**src/rtl/direction_input_conditioner.sv**
```systemverilog
// direction_input_conditioner
//
// Front end between four raw direction push-buttons and the room FSM.
// Each button has its own channel: a two-flop synchroniser, a debouncer, and
// rising-edge detection on the debounced level. Press events from the four
// channels go through a fixed-priority arbiter (N > S > E > W). At most one
// registered one-cycle direction pulse appears per clock. Events that lose
// arbitration are discarded, and this is flagged on 'dropped'.
//
// Optional feature (macro DIR_REPEAT_EN): a held button auto-repeats every
// REPEAT_CYCLES cycles. Repeat events use the same arbitration as presses.
//
// Parameters
//   DEBOUNCE_CYCLES  cycles a synchronised level must differ from the
//                    debounced level before that level flips (>= 2)
//   REPEAT_CYCLES    auto-repeat interval, used only with DIR_REPEAT_EN (>= 2)
//
// Ports
//   clk                        system clock, all logic on posedge
//   reset                      synchronous active-high reset, clears all state
//   btn_n, btn_s, btn_e, btn_w raw asynchronous buttons, active-high
//   N, S, E, W                 registered one-cycle direction pulses, one-hot-or-zero
//   dropped                    registered pulse: an event was lost to arbitration
//
// Handshake: none. Outputs are fire-and-forget strobes. The consumer must
// sample them on every clock, because nothing holds them or applies backpressure.
module direction_input_conditioner #(
  parameter int DEBOUNCE_CYCLES = 16,
  parameter int REPEAT_CYCLES   = 4096
) (
  input  logic clk,
  input  logic reset,
  input  logic btn_n,
  input  logic btn_s,
  input  logic btn_e,
  input  logic btn_w,
  output logic N,
  output logic S,
  output logic E,
  output logic W,
  output logic dropped
);

  // Elaboration-time parameter sanity checks.
  if (DEBOUNCE_CYCLES < 2) begin : g_bad_debounce
    $error("DEBOUNCE_CYCLES must be >= 2");
  end
  if (REPEAT_CYCLES < 2) begin : g_bad_repeat
    $error("REPEAT_CYCLES must be >= 2");
  end

  localparam int CW = (DEBOUNCE_CYCLES > 1) ? $clog2(DEBOUNCE_CYCLES) : 1;
  localparam logic [CW-1:0] CNT_MAX = CW'(DEBOUNCE_CYCLES - 1);

  // Channel index: 0 = N, 1 = S, 2 = E, 3 = W (bit 0 has the highest priority).
  logic [3:0] raw;
  assign raw = {btn_w, btn_e, btn_s, btn_n};

  logic [3:0]    s1_q, s2_q;
  logic [3:0]    deb_q, deb_d;
  logic [3:0]    deb_prev_q;
  logic [CW-1:0] cnt_q [4];
  logic [CW-1:0] cnt_d [4];

  logic [3:0] press_ev;
  logic [3:0] rep_ev;
  logic [3:0] any_ev;
  logic [3:0] grant;
  logic [3:0] dir_q;
  logic       dropped_q;
  logic       dropped_d;

  // Debounce: progress accumulates only while s2 differs from deb on
  // consecutive cycles. Any cycle of agreement restarts the count, so a
  // one-cycle glitch never flips the level.
  always_comb begin
    deb_d = deb_q;
    for (int i = 0; i < 4; i++) begin
      cnt_d[i] = cnt_q[i];
      if (s2_q[i] == deb_q[i]) begin
        cnt_d[i] = '0;
      end else if (cnt_q[i] == CNT_MAX) begin
        deb_d[i] = s2_q[i];
        cnt_d[i] = '0;
      end else begin
        cnt_d[i] = cnt_q[i] + 1'b1;
      end
    end
  end

  assign press_ev = deb_q & ~deb_prev_q;

`ifdef DIR_REPEAT_EN
  localparam int RW = (REPEAT_CYCLES > 1) ? $clog2(REPEAT_CYCLES) : 1;
  localparam logic [RW-1:0] REP_MAX = RW'(REPEAT_CYCLES - 1);

  logic [RW-1:0] rep_q [4];
  logic [RW-1:0] rep_d [4];

  // The repeat counter is zeroed on the press cycle and while the button is
  // released. It runs only while the debounced level stays high. On each
  // wrap it produces one repeat event, so repeats land every REPEAT_CYCLES
  // after the press pulse.
  always_comb begin
    rep_ev = '0;
    for (int i = 0; i < 4; i++) begin
      rep_d[i] = rep_q[i];
      if (!deb_q[i] || press_ev[i]) begin
        rep_d[i] = '0;
      end else if (rep_q[i] == REP_MAX) begin
        rep_d[i]  = '0;
        rep_ev[i] = 1'b1;
      end else begin
        rep_d[i] = rep_q[i] + 1'b1;
      end
    end
  end

  always_ff @(posedge clk) begin
    for (int i = 0; i < 4; i++) begin
      if (reset) rep_q[i] <= '0;
      else       rep_q[i] <= rep_d[i];
    end
  end
`else
  assign rep_ev = '0;
`endif

  assign any_ev = press_ev | rep_ev;

  // Fixed-priority arbitration: the lowest set bit wins.
  always_comb begin
    grant = 4'b0000;
    if      (any_ev[0]) grant = 4'b0001;
    else if (any_ev[1]) grant = 4'b0010;
    else if (any_ev[2]) grant = 4'b0100;
    else if (any_ev[3]) grant = 4'b1000;
    dropped_d = |(any_ev & ~grant);
  end

  always_ff @(posedge clk) begin
    if (reset) begin
      s1_q       <= '0;
      s2_q       <= '0;
      deb_q      <= '0;
      deb_prev_q <= '0;
      dir_q      <= '0;
      dropped_q  <= 1'b0;
    end else begin
      s1_q       <= raw;
      s2_q       <= s1_q;
      deb_q      <= deb_d;
      deb_prev_q <= deb_q;
      dir_q      <= grant;
      dropped_q  <= dropped_d;
    end
  end

  always_ff @(posedge clk) begin
    for (int i = 0; i < 4; i++) begin
      if (reset) cnt_q[i] <= '0;
      else       cnt_q[i] <= cnt_d[i];
    end
  end

  assign N       = dir_q[0];
  assign S       = dir_q[1];
  assign E       = dir_q[2];
  assign W       = dir_q[3];
  assign dropped = dropped_q;

endmodule
```
**config.mk**
```make
export PLATFORM = sky130hd
export DESIGN_NAME = direction_input_conditioner
export DESIGN_NICKNAME = d
export VERILOG_FILES = /design/src/rtl/direction_input_conditioner.sv
export SDC_FILE = /design/constraint.sdc
export NUM_CORES = 1
export LEC_CHECK = 0
export BUFFER_PORTS_ARGS = -buffer_cell sky130_fd_sc_hd__buf_4
export CORE_UTILIZATION = 30
export DETAILED_ROUTE_END_ITERATION = 7
export PLACE_DENSITY_LB_ADDON = 0.15
export SLEW_MARGIN = 5
export SYNTH_ARGS = -nofsm -noshare
export SYNTH_HDL_FRONTEND = slang
export SYNTH_SLANG_ARGS = --single-unit
```
**constraint.sdc**
```tcl
create_clock -name clk -period 1.3 [get_ports clk]
set_input_delay 0.26 -clock clk [delete_from_list [all_inputs] [get_ports clk]]
set_output_delay 0.26 -clock clk [all_outputs]
set_load 0.05 [all_outputs]
```
**Yosys cells after proc, flatten, opt, wreduce, memory -nomap -nowiden**

Memories as Yosys holds them, arrays and structs flattened.
Cells that the tools add are included.

- Register bits: 21
- RAM bits: 16
- Input bits: 6
- Output and inout bits: 5
- Word-level logic and storage cells: 58
- Memories: 1

- Add/subtract/negate cells: 4
- Equality and inequality tests: 8
- Mux-type cells: 19
- Bitwise gates (word level): 12
- Reductions and logical operators: 5

Memories:

| name | words | width | read ports | clocked after memory_dff | write ports | RTL line | text |
|---|---|---|---|---|---|---|---|
| cnt_q | 4 | 4 | 4 | 0 | 4 | 62 | `logic [CW-1:0] cnt_q [4];` |

Operator list:

| operator | number |
|---|---|
| 2-to-1 mux 4 bit | 16 |
| adder 4 x 1 -> 4 bit, second input constant | 4 |
| equality test 4 bit, second input constant | 4 |
| bitwise AND 4 bit | 2 |
| NOT 4 bit | 2 |
| AND reduction 2 bit | 4 |
| equality test 1 bit | 4 |
| NOT 1 bit | 4 |
| bitwise OR 1 bit | 4 |
| OR reduction 4 bit | 1 |
| 2-to-1 mux 1 bit | 3 |

**Depth between registers and ports, before layout**

- Word-level depth: 9
- Depth in mapped cells: 4
- Gate-level depth less buffers: 4

**Worst setup path before layout**

OpenSTA, ideal clock, no wires.

- Path kind: register to register
- Start point: memory cnt_q[0][0] (netlist name)
- End point: memory cnt_q[0][2] (netlist name)
- Library setup time: 0.064 ns
- Arrival: 1.155 ns
- Required time: 1.236 ns
- Path slack: 0.081 ns
- Cell stages (with the launch flop): 5
- Path buffers: 0
- Period minus slack after synthesis: 1.219 ns
- Cell sequence: dfxtp_1 > ha_1 > and3_4 > or3_4 > nor2_1

RTL lines:

| what | RTL line |
|---|---|
| start: declaration | 62 |

==> summary.md <==
| Metric | Value |
|---|---|
| LEAKAGE | `0.5741 nW` |
| Count of different cell masters after synthesis | `19` |
| Mapped cell area | `1296 sq um` |
| Post-CTS setup buffers | `0` |
| Residual DRC | `0` |
| Die W | `67.73 um` |
| CTS buffer count | `5` |
| Unrepaired setup endpoints after global routing | `yes` |
| Maximum clock path buffer count | `2` |
| Leading cell type in the layout, fill and taps excluded | `dfxtp_1` |
| Seq pwr share | `59.6%` |
| Initial antenna violation count | `0` |
| Setup CP Type | `flop to flop` |
| Vias per cell | `4.138` |
| CTS Sinks | `37` |
| Top post-synthesis cells by area | `dfxtp_1 (57%), nor2b_1 (8.2%), nor2_1 (5.8%)` |
| Htree depth | `2` |
| Min Tclk post-route | `1.266 ns` |
| N_diodes | `0` |
| Yosys top cell area share | `57.14%` |
| Cell Int Power | `0.001557 W` |
| Num rows | `23` |
| Clock slew seen by the registers of the worst setup and hold paths | `0.07 ns` |
| Synth-to-layout area growth | `19.50%` |
| Total gr overflow | `0` |
| Critical Path Start Type | `flop` |
| Worst min path class | `input port to flop` |
| I/O pin cnt | `11` |
| Gate Count Post-Synth | `120` |
| Drt wl/cell | `9.569 um` |
| Fin crit share | `97.42%` |
| Hold Slack | `0.1815 ns` |
| Final core occ | `37.91%` |
| Post-route ant nets | `0` |
| DP HPWL | `1.253 mm` |
| Filler Cell Count | `429` |
| Max Cap Violations | `0` |
| Synth Area per Inst | `10.80 sq um` |
| F_max | `789.6 MHz` |
| Die Y | `67.73 um` |
| Clock Root Buffer | `clkbuf_8` |
| Crit-path max FO | `4` |
| WP data arrival | `1.49 ns` |
| Largest net degree at the start of global routing | `17` |
| Clock power frac | `37.8%` |
| Psw | `0.0003831 W` |
| Worst-Margin Slew | `0.2907 ns` |
| Final Wtd Congestion | `0.6844` |
| Port Buffers | `10` |
| Routed via count | `778` |
| Dominant cell type by area after synthesis | `dfxtp_1` |
| Nets | `147` |
| Setup violators final | `0` |
| Relative slew slack | `80.58%` |
| Hold Vio Cnt, Final | `0` |
| TritonRoute pass-1 iters | `3` |
| Combinational group share of total power | `2.6%` |
| Tot GR Track Use | `10.03%` |
| Post-synth top flop | `dfxtp_1` |
| Final Slew Violations | `0` |
| Clk Latency, worst-skew pair | `0.28 ns` |
| Sequential share of the synthesized area | `57.14%` |
| CTS tree | `yes` |
| Core Area | `4086 sq um` |
| Status | `complete, no violations` |
| Peak supply drop | `433.8 uV` |
| DR iter-0 viols | `17` |
| #FFs+latches synth | `37` |
| Die Footprint | `4587 sq um` |
| Most frequent cells in the layout | `dfxtp_1 (35), nor2b_1 (17), nor2_1 (13)` |
| First-pass GRT wire length | `3.153 mm` |
| Critical Path RT | `1.52 ns` |
| Syn_nets | `130` |
| Post-synth EDFFs | `0` |
| Post-synthesis async set-or-reset flop share | `0%` |
| Switch share | `19.75%` |
| Vias in the first global route | `766` |
| Clock skew | `0.004140 ns` |
| PwrDens | `1252 nW/um^2` |
| Warnings from Yosys | `0` |
| DRT Wirelength | `1.799 mm` |
| Worst setup EP type | `flop` |
| Initial core utilization | `31.72%` |
| Layout cells sized above 1 | `26.09%` |
## metal layers
| layer | GRT usage, % | up-vias | wire, um |
|---|---|---|---|
| met5 | 0 | - | 0 |
| met3 | 4.054 | 7 | 91 |
| met1 | 9.939 | 332 | 845 |
| li1 | - | 425 | - |
| met2 | 16.09 | 14 | 787 |
| met4 | 8.777 | 0 | 74 |
## through the flow
step           worst slack [ns]  TNS [ns]  total power (W)  instances  cell area (sq um)
5_1_grt               -0.006168  -0.01431         0.002031        188               1549
3_3_place_gp            0.04122         0         0.001230        180               1441
4_1_cts                0.002420         0         0.001987        188               1529
3_5_place_dp           0.007128         0         0.001232        180               1441
2_1_floorplan           0.08087         0         0.001210        120               1296
6_report                0.03353         0         0.001940        188               1549
## synth_stat cells (2+ instances only)
master,number
nor2b_1,17
ha_1,4
nor2_1,20
xnor2_1,8
dfxtp_1,37
and3_4,3
nor4_1,2
or3_4,4
xor2_1,4
a211oi_1,2
clkbuf_1,2
mux2i_1,4
nand3_1,4
inv_1,4
## final timing paths
| check | startpoint | to | slack, ns | cells past startpoint |
|---|---|---|---|---|
| max | cnt_q[0][0] | cnt_q[0][2] | 0.03 | 4 |
| max reg2reg | cnt_q[0][0] | cnt_q[0][2] | 0.03 | 4 |
| min | btn_s | s1_q[1] | 0.18 | 2 |
| min reg2reg | cnt_q[1][0] | cnt_q[1][0] | 0.42 | 1 |
## power by group through the flow
stage	registers (W)	logic, W	clock network, W
4_1_cts	0.00116	0.0000505	0.000781
3_3_place_gp	0.00118	0.0000485	0
3_5_place_dp	0.00118	0.0000502	0
5_1_grt	0.00116	0.0000578	0.000816
6_report	0.00116	0.0000505	0.000733
2_1_floorplan	0.00118	0.0000296	0
## cell families after synthesis
family          synth area share, %
fa+ha+maj                     3.861
xor+xnor                      8.108
buf+inv                       1.737
simple gates                  24.90
flops                         57.14
compound gates                1.158
mux                           3.089
## registers in the layout (all words and copies together) (netlist names)
signal and count:
s2_q 4, dropped 1, deb_prev_q 4, dir_q 4, deb_q 4, cnt_q 16
s1_q 4
## cell type report
cell class / count / area, sq um / area share (%)
well taps: 50 / 62.56 / 4.039
inverters: 4 / 15.01 / 0.9693
flip-flops and latches: 37 / 743.2 / 47.98
clock buffers: 8 / 80.08 / 5.170
multi-input cells: 77 / 558.0 / 36.03
repair buffers: 12 / 90.09 / 5.816
## worst max-delay path, stage by stage (launching register included)
cell and delay, ns:
dfxtp_1 0.32, ha_2 0.19, and3_4 0.19, or3_4 0.39
nor2_2 0.12
## repair_timing
item / 4_1_cts / 5_1_grt
pin swaps: 0 / 2
endpoints found under the setup margin: 2 / 11
hold buffers: 0 / 0
gates resized for setup: 3 / 9
Power figures use the tool's default switching activity.
